File: src/rtl/writeback_stage_pkg.sv
// Shared types and constants for the writeback stage: FSM states, widths,
// architectural register codes and the stage-register layout.
package wb_pkg;

   localparam int DATA_W    = 64;
   localparam int REG_IDX_W = 4;
   localparam int RIP_W     = 64;
   localparam int CNT_W     = 64;

   localparam logic [REG_IDX_W-1:0] REG_RAX = 4'd0;
   localparam logic [REG_IDX_W-1:0] REG_RDX = 4'd2;

   typedef enum logic [1:0] {
      ST_IDLE   = 2'd0,
      ST_COMMIT = 2'd1,
      ST_STORE  = 2'd2,
      ST_HALTED = 2'd3
   } wb_state_t;

   // The kill flag is not kept here: it is consumed by the state transition.
   typedef struct packed {
      logic [RIP_W-1:0]     rip;
      logic [REG_IDX_W-1:0] dest_reg;
      logic                 dest_reg_valid;
      logic [DATA_W-1:0]    alu_result;
      logic [REG_IDX_W-1:0] dest_special;
      logic                 dest_special_valid;
      logic [DATA_W-1:0]    alu_result_special;
      logic                 mem_dest;
      logic [DATA_W-1:0]    mem_addr;
   } wb_entry_t;

   function automatic wb_state_t capture_state(input logic kill, input logic mem_dest);
      if (kill)
         return ST_HALTED;
      if (mem_dest)
         return ST_STORE;
      return ST_COMMIT;
   endfunction

endpackage

File: src/rtl/writeback_stage_if.sv
// Store request/acknowledge bus between the writeback stage and memory.
interface writeback_stage_if
#(
   parameter int DATA_W = wb_pkg::DATA_W
);
   logic              storeReqOut;
   logic [DATA_W-1:0] storeAddrOut;
   logic [DATA_W-1:0] storeDataOut;
   logic              storeAckIn;

   modport master (
      output storeReqOut,
      output storeAddrOut,
      output storeDataOut,
      input  storeAckIn
   );

   modport slave (
      input  storeReqOut,
      input  storeAddrOut,
      input  storeDataOut,
      output storeAckIn
   );
endinterface

File: src/rtl/writeback_stage.sv
// Final pipeline stage: retires executed instructions into the regfile (two
// write ports), performs memory stores over req/ack, and halts on a kill.
module writeback_stage
#(
   parameter int DATA_W    = wb_pkg::DATA_W,
   parameter int REG_IDX_W = wb_pkg::REG_IDX_W
)
(
   input  logic                 clk,
   input  logic                 reset,

   input  logic                 exValidIn,
   input  logic                 killIn,
   input  logic [63:0]          ripIn,
   input  logic [REG_IDX_W-1:0] destRegIn,
   input  logic                 destRegValidIn,
   input  logic [DATA_W-1:0]    aluResultIn,
   input  logic [REG_IDX_W-1:0] destRegSpecialIn,
   input  logic                 destRegSpecialValidIn,
   input  logic [DATA_W-1:0]    aluResultSpecialIn,
   input  logic                 isMemoryAccessDestIn,
   input  logic [DATA_W-1:0]    memoryAddressDestIn,

   writeback_stage_if.master    store_if,

   output logic                 regWrEnOut,
   output logic [REG_IDX_W-1:0] regWrIdxOut,
   output logic [DATA_W-1:0]    regWrDataOut,
   output logic                 regWr2EnOut,
   output logic [REG_IDX_W-1:0] regWr2IdxOut,
   output logic [DATA_W-1:0]    regWr2DataOut,
   output logic                 wbStallOut,
   output logic                 haltOut,
   output logic [63:0]          retiredRipOut,
   output logic [63:0]          retiredCountOut
);
   import wb_pkg::*;

   wb_state_t  r_state;
   wb_state_t  w_state_next;
   wb_entry_t  r_entry;
   wb_entry_t  w_entry_in;
   logic [CNT_W-1:0] r_retired_count;
   logic [RIP_W-1:0] r_retired_rip;

   logic       w_capture;
   logic       w_retire;
   logic       w_kill_retire;
   logic [1:0] w_retire_inc;
   logic       w_wr_en;
   logic       w_wr2_en;
   logic       w_store_req;
   logic       w_stall;

   always_comb begin
      w_entry_in                    = '0;
      w_entry_in.rip                = ripIn;
      w_entry_in.dest_reg           = destRegIn;
      w_entry_in.dest_reg_valid     = destRegValidIn;
      w_entry_in.alu_result         = aluResultIn;
      w_entry_in.dest_special       = destRegSpecialIn;
      w_entry_in.dest_special_valid = destRegSpecialValidIn;
      w_entry_in.alu_result_special = aluResultSpecialIn;
      w_entry_in.mem_dest           = isMemoryAccessDestIn;
      w_entry_in.mem_addr           = memoryAddressDestIn;
   end

   // Next state and retire/write decode. Capture is only possible from IDLE
   // or COMMIT, which is exactly when the stall output is low.
   always_comb begin
      w_state_next = r_state;
      w_capture    = 1'b0;
      w_retire     = 1'b0;
      w_wr_en      = 1'b0;
      w_wr2_en     = 1'b0;
      w_store_req  = 1'b0;
      unique case (r_state)
         ST_IDLE: begin
            w_capture = exValidIn;
         end
         ST_COMMIT: begin
            w_retire     = 1'b1;
            w_capture    = exValidIn;
            w_wr_en      = r_entry.dest_reg_valid && !r_entry.mem_dest;
            w_wr2_en     = r_entry.dest_special_valid;
            w_state_next = ST_IDLE;
         end
         ST_STORE: begin
            w_store_req = 1'b1;
            if (store_if.storeAckIn) begin
               w_retire     = 1'b1;
               w_wr2_en     = r_entry.dest_special_valid;
               w_state_next = ST_IDLE;
            end
         end
         ST_HALTED: begin
            w_state_next = ST_HALTED;
         end
         default: begin
            w_state_next = ST_IDLE;
         end
      endcase
      if (w_capture)
         w_state_next = capture_state(killIn, isMemoryAccessDestIn);
   end

   // A kill retires on the edge that captures it; it may coincide with the
   // retire of a committing predecessor, hence the two-bit increment.
   assign w_kill_retire = w_capture && killIn;
   assign w_retire_inc  = {1'b0, w_retire} + {1'b0, w_kill_retire};

   always_ff @(posedge clk) begin
      if (reset) begin
         r_state         <= ST_IDLE;
         r_entry         <= '0;
         r_retired_count <= '0;
         r_retired_rip   <= '0;
      end else begin
         r_state <= w_state_next;
         if (w_capture)
            r_entry <= w_entry_in;
         if (w_retire || w_kill_retire) begin
            r_retired_count <= r_retired_count + {{(CNT_W-2){1'b0}}, w_retire_inc};
            r_retired_rip   <= w_kill_retire ? ripIn : r_entry.rip;
         end
      end
   end

   assign w_stall = (r_state == ST_STORE) || (r_state == ST_HALTED);

   assign regWrEnOut      = w_wr_en;
   assign regWrIdxOut     = r_entry.dest_reg;
   assign regWrDataOut    = r_entry.alu_result;
   assign regWr2EnOut     = w_wr2_en;
   assign regWr2IdxOut    = r_entry.dest_special;
   assign regWr2DataOut   = r_entry.alu_result_special;

   assign store_if.storeReqOut  = w_store_req;
   assign store_if.storeAddrOut = r_entry.mem_addr;
   assign store_if.storeDataOut = r_entry.alu_result;

   assign wbStallOut      = w_stall;
   assign haltOut         = (r_state == ST_HALTED);
   assign retiredRipOut   = r_retired_rip;
   assign retiredCountOut = r_retired_count;

endmodule

File: src/flat_wrapper.sv
// flat-port wrapper written by rule: the top's interface ports become plain ports
module writeback_stage_flat import wb_pkg::*;
#(
   parameter int DATA_W    = wb_pkg::DATA_W,
   parameter int REG_IDX_W = wb_pkg::REG_IDX_W
)
  (clk, reset, exValidIn, killIn, ripIn, destRegIn, destRegValidIn, aluResultIn, destRegSpecialIn, destRegSpecialValidIn, aluResultSpecialIn, isMemoryAccessDestIn, memoryAddressDestIn, regWrEnOut, regWrIdxOut, regWrDataOut, regWr2EnOut, regWr2IdxOut, regWr2DataOut, wbStallOut, haltOut, retiredRipOut, retiredCountOut, store_if_storeReqOut, store_if_storeAddrOut, store_if_storeDataOut, store_if_storeAckIn);
  writeback_stage_if #(.DATA_W(DATA_W)) store_if_i ();
  input  logic clk;
  input  logic reset;
  input  logic exValidIn;
  input  logic killIn;
  input  logic [63:0] ripIn;
  input  logic [REG_IDX_W-1:0] destRegIn;
  input  logic destRegValidIn;
  input  logic [DATA_W-1:0] aluResultIn;
  input  logic [REG_IDX_W-1:0] destRegSpecialIn;
  input  logic destRegSpecialValidIn;
  input  logic [DATA_W-1:0] aluResultSpecialIn;
  input  logic isMemoryAccessDestIn;
  input  logic [DATA_W-1:0] memoryAddressDestIn;
  output logic regWrEnOut;
  output logic [REG_IDX_W-1:0] regWrIdxOut;
  output logic [DATA_W-1:0] regWrDataOut;
  output logic regWr2EnOut;
  output logic [REG_IDX_W-1:0] regWr2IdxOut;
  output logic [DATA_W-1:0] regWr2DataOut;
  output logic wbStallOut;
  output logic haltOut;
  output logic [63:0] retiredRipOut;
  output logic [63:0] retiredCountOut;
  output wire logic [$bits(store_if_i.storeReqOut)-1:0] store_if_storeReqOut;
  output wire logic [$bits(store_if_i.storeAddrOut)-1:0] store_if_storeAddrOut;
  output wire logic [$bits(store_if_i.storeDataOut)-1:0] store_if_storeDataOut;
  input wire logic [$bits(store_if_i.storeAckIn)-1:0] store_if_storeAckIn;
  assign store_if_storeReqOut = store_if_i.storeReqOut;
  assign store_if_storeAddrOut = store_if_i.storeAddrOut;
  assign store_if_storeDataOut = store_if_i.storeDataOut;
  assign store_if_i.storeAckIn = store_if_storeAckIn;
  writeback_stage #(.DATA_W(DATA_W), .REG_IDX_W(REG_IDX_W)) u_core (.clk(clk), .reset(reset), .exValidIn(exValidIn), .killIn(killIn), .ripIn(ripIn), .destRegIn(destRegIn), .destRegValidIn(destRegValidIn), .aluResultIn(aluResultIn), .destRegSpecialIn(destRegSpecialIn), .destRegSpecialValidIn(destRegSpecialValidIn), .aluResultSpecialIn(aluResultSpecialIn), .isMemoryAccessDestIn(isMemoryAccessDestIn), .memoryAddressDestIn(memoryAddressDestIn), .store_if(store_if_i), .regWrEnOut(regWrEnOut), .regWrIdxOut(regWrIdxOut), .regWrDataOut(regWrDataOut), .regWr2EnOut(regWr2EnOut), .regWr2IdxOut(regWr2IdxOut), .regWr2DataOut(regWr2DataOut), .wbStallOut(wbStallOut), .haltOut(haltOut), .retiredRipOut(retiredRipOut), .retiredCountOut(retiredCountOut));
endmodule
File: config.mk
export PLATFORM = sky130hd
export DESIGN_NAME = writeback_stage_flat
export DESIGN_NICKNAME = d
export VERILOG_FILES = /design/src/rtl/writeback_stage_pkg.sv /design/src/rtl/writeback_stage_if.sv /design/src/rtl/writeback_stage.sv /design/src/flat_wrapper.sv
export SDC_FILE = /design/constraint.sdc
export NUM_CORES = 1
export LEC_CHECK = 0
export ABC_AREA = 1
export ABC_CLOCK_PERIOD_IN_PS = 2650
export CAP_MARGIN = 20
export CORE_AREA = 2 2 263 265
export DETAILED_ROUTE_END_ITERATION = 10
export DIE_AREA = 0 0 265 267
export HOLD_SLACK_MARGIN = 0.08
export PLACE_DENSITY = 0.51
export SLEW_MARGIN = 20
export SYNTH_ARGS = -nofsm -noshare
export SYNTH_HDL_FRONTEND = slang
export SYNTH_SLANG_ARGS = --single-unit
File: constraint.sdc
create_clock -name clk -period 2.65 [get_ports clk]
set_input_delay 0.265 -clock clk [delete_from_list [all_inputs] [get_ports clk]]
set_output_delay 0.265 -clock clk [all_outputs]
set_load 0.01 [all_outputs]
## Word-level counts from Yosys, hierarchy flattened

Index checks and enable logic that the tools add are counted.

- Word-level logic and storage cells: 47
- Bits of input ports: 272
- Bits in registers: 397

- Muxes and demuxes: 20
- Reductions and logical operators: 9
- Eq/ne operators: 4
- Add/sub/neg operators: 2

Operators with widths:

| operator | number |
|---|---|
| $add A64 B2 Y64 | 1 |
| $mux W64 | 1 |
| $mux W2 | 6 |
| $mux W1 | 10 |
| $pmux W2 S3 | 1 |
| $eq A2 B2 Y1 const B | 2 |
| $pmux W1 S2 | 2 |
| $reduce_bool A4 Y1 | 1 |
| $ne A3 B2 Y1 const B | 1 |
| $add A1 B1 Y2 | 1 |
| $eq A2 B1 Y1 const B | 1 |
| $logic_and A1 B1 Y1 | 2 |
| $logic_not A2 Y1 | 1 |
| $logic_or A1 B1 Y1 | 2 |
| $reduce_and A2 Y1 | 1 |
| $reduce_or A2 Y1 | 1 |
| $logic_not A1 Y1 | 1 |

## Longest topological paths before layout

- Depth after elaboration: 9
- Gate-level depth with buffers: 19

## Least setup slack after synthesis

OpenSTA, ideal clock, no wires.

- Kind: reg-to-reg
- Start point: register u_core.r_state[1]
- End point: register u_core.r_retired_count[54], in the netlist u_core.retiredCountOut[54]
- Arrival: 2388 ps
- Path buffers: 1
- Cell stages (with the launch flop): 19
- Library setup time: 115 ps
- Clock period less this slack: 2503 ps
- Path slack: 147 ps
- Cells stage by stage: dfxtp_1 > inv_1 > ha_1 > inv_2 > nand2_1 > nand3_2 > inv_1 > clkbuf_1 > fa_1 > ha_1 > nand2_1 > nor2_2 > nand2_2 > nor2_4 > nand3b_2 > nor2_2 > nand3_1 > nand2_1 > nor2_1

- Word-level cells in the longest chain between the ends: 6
- Elaborated cells on any way between the ends: 10

Ends and longest elaborated chain:

| item | line | RTL |
|---|---|---|
| from (decl) | writeback_stage.sv:39 | `wb_state_t r_state;` |
| from (signal assigned) | writeback_stage.sv:119 | `r_state <= w_state_next;` |
| $eq A2 B1 Y1 or $logic_not A2 Y1 (tied branches) | writeback_stage.sv:77 | `unique case (r_state)` |
| $reduce_or A2 Y1 (no line) | - |  |
| $mux W1 | writeback_stage.sv:77 |  |
| $logic_and A1 B1 Y1 | writeback_stage.sv:109 | `assign w_kill_retire = w_capture && killIn;` |
| $add A1 B1 Y2 | writeback_stage.sv:110 | `assign w_retire_inc = {1'b0, w_retire} + {1'b0, w_kill_retire};` |
| $add A64 B2 Y64 | writeback_stage.sv:123 | `r_retired_count <= r_retired_count + {{(CNT_W-2){1'b0}}, w_retire_inc};` |
| to (signal assigned) | writeback_stage.sv:123 |  |
| to (decl) | writeback_stage.sv:43 | `logic [CNT_W-1:0] r_retired_count;` |

Several ways; a longest one is shown, not always the timed one.
A chain may end at the register's enable or synchronous reset.

## Worst setup path in the final report

- Start point: register u_core.r_state[1]
- End point: output regWr2EnOut

- Word-level cells in the longest chain between the ends: 2
- Elaborated cells on any way between the ends: 3

Ends and longest elaborated chain:

| item | line | RTL |
|---|---|---|
| $eq A2 B2 Y1 or $eq A2 B1 Y1 (tied branches) | writeback_stage.sv:77 |  |
| $pmux W1 S2 (*) | writeback_stage.sv:77 |  |
| to (decl) | flat_wrapper.sv:25 | `output logic regWr2EnOut;` |

Every way passes the cells marked *; elsewhere a longest branch is shown, timed or not.

==> metrics.txt <==
outcome finished clean; CTS tree built; Worst Clk Skew approximately 0.021 ns; Hold Vio Cnt, Final 0; synth warn 0; synthesized area per cell 7.35 um^2; cell area after layout 25,100 um^2; vias per cell 4.51; Top FF cell, synth dfxtp_1; synthesis-to-finish area growth 40.7%; first-pass GRT wire length 105,000 um; total routed wirelength between 70,000 and 80,000 um; clock-pin transition on the worst setup and hold timing paths approximately 0.060 ns; GR Util met2 33.6%; DR iter-0 viols 1,011; Routed WL per cell 19.5 um; post-synth top area cell dfxtp_1; Comb power frac 38.1%; clk sinks ~400; slew at the pin closest to its max-slew limit approximately 0.88 ns; Worst Path Required 2.38 ns; crit path cell chain ha_2 -> nand2_1 -> nand2_1 -> nand2_2 -> buf_4 -> nor2_1 -> clkdlybuf4s50_1; core area ~68,000 um^2; # DRC 0; die height between 200 and 300 um; IR drop worst, VDD 0.459 mV; endpoints failing setup 0; Sequential Power Share 34.4%; Port Buf Inserts 668; GRT overflow 0; Net Sw Frac 35.6%; Antenna Violating Nets Remaining 0; min cycle time layout 2.47 ns; Hold Path Class in -> reg; nets 3,056; vias in the first global route about 16,000; share of the synthesized area in the top cell type between 40% and 50%; mapped cell area 17,800 um^2; number of synthesized register bits 397; Die Footprint 70,800 um^2; most common cell after layout, fill and taps aside nor2_1; Die Width around 270 um; Final Slew Violations 0; ys async rst share 0%; register area share after synthesis 44.6%; max_cap viols 0; Max stage delay on crit path 0.57 ns; Area after DPL around 23,000 um^2; CP bufs+invs 2; Clock Latency Late Sink 0.58 ns; row count 96; Slew HR 41.6%; initial core utilization 26.2%; fin cells around 3,700; # hold bufs at CTS 0; CTS H-tree depth 2; most frequent cells in the layout nor2_1 (683), clkdlybuf4s50_1 (668), dfxtp_1 (396); clk buf depth 3; fill count 6,994; Power Dens Cells 986 nW/um^2; Setup CP Type reg -> out; crit start category flip-flop; Cell variety after synth 39; M3 GR Usage 7.02%; number of synthesized flops with an enable pin 0; Largest delay share family, worst path buffers and inverters; placed insts 3,607; Final Cycle Share 93.2%; ranking of synthesized cells by area dfxtp_1 (45%), nor2_1 (14%), buf_4 (11%); Worst EP arrival between 2 and 2.5 ns; cell mode on critical path nand2_1; HPWL after detailed placement about 54,000 um; Mapped Nets 2,705; initial antenna violation count 18; Synth Instances 2,426; vias roughly 17,000; clock share of power 27.4%; share of layout cells above drive strength 1 5.97%; Pint 15,900 uW; DRT Pass-1 Iters 6; Ports 669; top achievable clock speed 405 MHz; Tot GR Track Use 19.5%; Worst Setup End Kind output port; GRT busiest layer met2; CP max-delay cell clkdlybuf4s50_1; Final Wtd Congestion 0.896; critical path peak fanout 4; Sw Pwr 8790 uW; met1 capacity usage during global routing between 20 and 25%; P_leak slightly above 0.009 uW; CTS buffer count 49; largest net degree at the start of global routing 96; Pwr Total 24,700 uW; CTS root buffer clkbuf_16
cell families (layout without fill, tap and decap cells):
group / Yosys count / in the layout / synth area share, %
adder cells (fa/ha/maj): 7 / 7 / 0.534
XOR/XNOR: 11 / 11 / 0.541
buffers and inverters: 467 / 854 / 15.9
AND/OR/NAND/NOR: 1099 / 1099 / 25.4
other: 0 / 7 / 0
AO/OA/AOI/OAI: 445 / 445 / 13.1
flip-flops: 397 / 397 / 44.6
worst paths after layout:
kind,start,to,slack [ns],depth (start not counted)
min,ripIn[48],u_core.retiredRipOut[48],0.28,3
max reg2reg,u_core.r_state[1],u_core.retiredCountOut[38],0.22,17
min reg2reg,u_core.r_entry[129],u_core.r_entry[129],0.45,2
max,u_core.r_state[1],regWr2EnOut,0.18,7
registers in the layout (all words and copies together) (netlist names):
| register | cells |
|---|---|
| u_core.r_state | 2 |
| u_core.regWr2IdxOut | 4 |
| u_core.regWrDataOut | 64 |
| u_core.store_if.storeAddrOut | 64 |
| u_core.retiredCountOut | 64 |
| u_core.r_entry | 67 |
| u_core.retiredRipOut | 64 |
| u_core.regWr2DataOut | 64 |
| u_core.regWrIdxOut | 4 |
Yosys cell counts (17+ instances only):
cell type / n
a21oi_1: 28
a31oi_1: 65
buf_2: 46
buf_4: 265
clkbuf_1: 80
dfxtp_1: 397
inv_1: 67
nand2_1: 301
nand3_1: 42
nor2_1: 683
nor2_2: 17
o21ai_0: 338
repair_timing:
item / 4_1_cts / 5_1_grt
endpoints found under the setup margin: 0 / 28
gates resized for setup: 0 / 14
setup buffers: 0 / 1
power groups by stage:
stage | clock [uW] | combinational [uW] | sequential [uW]
after floorplan | 0 | 5810 | 8500
after global placement | 0 | 9420 | 8560
after detailed placement | 0 | 9500 | 8620
after CTS | 7000 | 9550 | 8520
after global routing | 7280 | 10300 | 8690
final | 6780 | 9420 | 8500
worst min-delay path: cells and delay by family:
kind / cells / cell delay, ns
AOI/OAI and AO/OA: 1 / 0.07
buffers and inverters: 1 / 0.41
and+or+nand+nor: 1 / 0.07
routing by layer:
metal | share of wire, % | vias to the layer above
li1 | - | 8224
met1 | 40 | 7807
met2 | 49 | 531
met3 | 8.6 | 115
met4 | 3.0 | 10
met5 | 0.083 | -
per-stage QoR:
step                      utilization, %  setup slack, ns  hold slack [ns]   TNS, ns
after CTS                           36.8           0.0375            0.244         0
after detailed placement            34.4           0.0283            0.444         0
after global routing                36.9         -0.00426            0.270  -0.00660
final                               36.9            0.179            0.281         0
after global placement              34.4           0.0685            0.442         0
after floorplan                        -            0.147            0.424         0
layout make-up:
class | instances | area, um^2 | share of cell area (%)
Timing Repair Buffer | 696 | 7020 | 28.0
Clock buffer | 72 | 1420 | 5.68
Clock inverter | 15 | 190 | 0.759
Tap cell | 882 | 1100 | 4.40
Antenna cell | 7 | 17.5 | 0.0699
Sequential cell | 397 | 7950 | 31.7
Multi-Input combinational cell | 1562 | 7080 | 28.2
Inverter | 71 | 282 | 1.12
No activity file was read; power rests on OpenSTA's default activity.
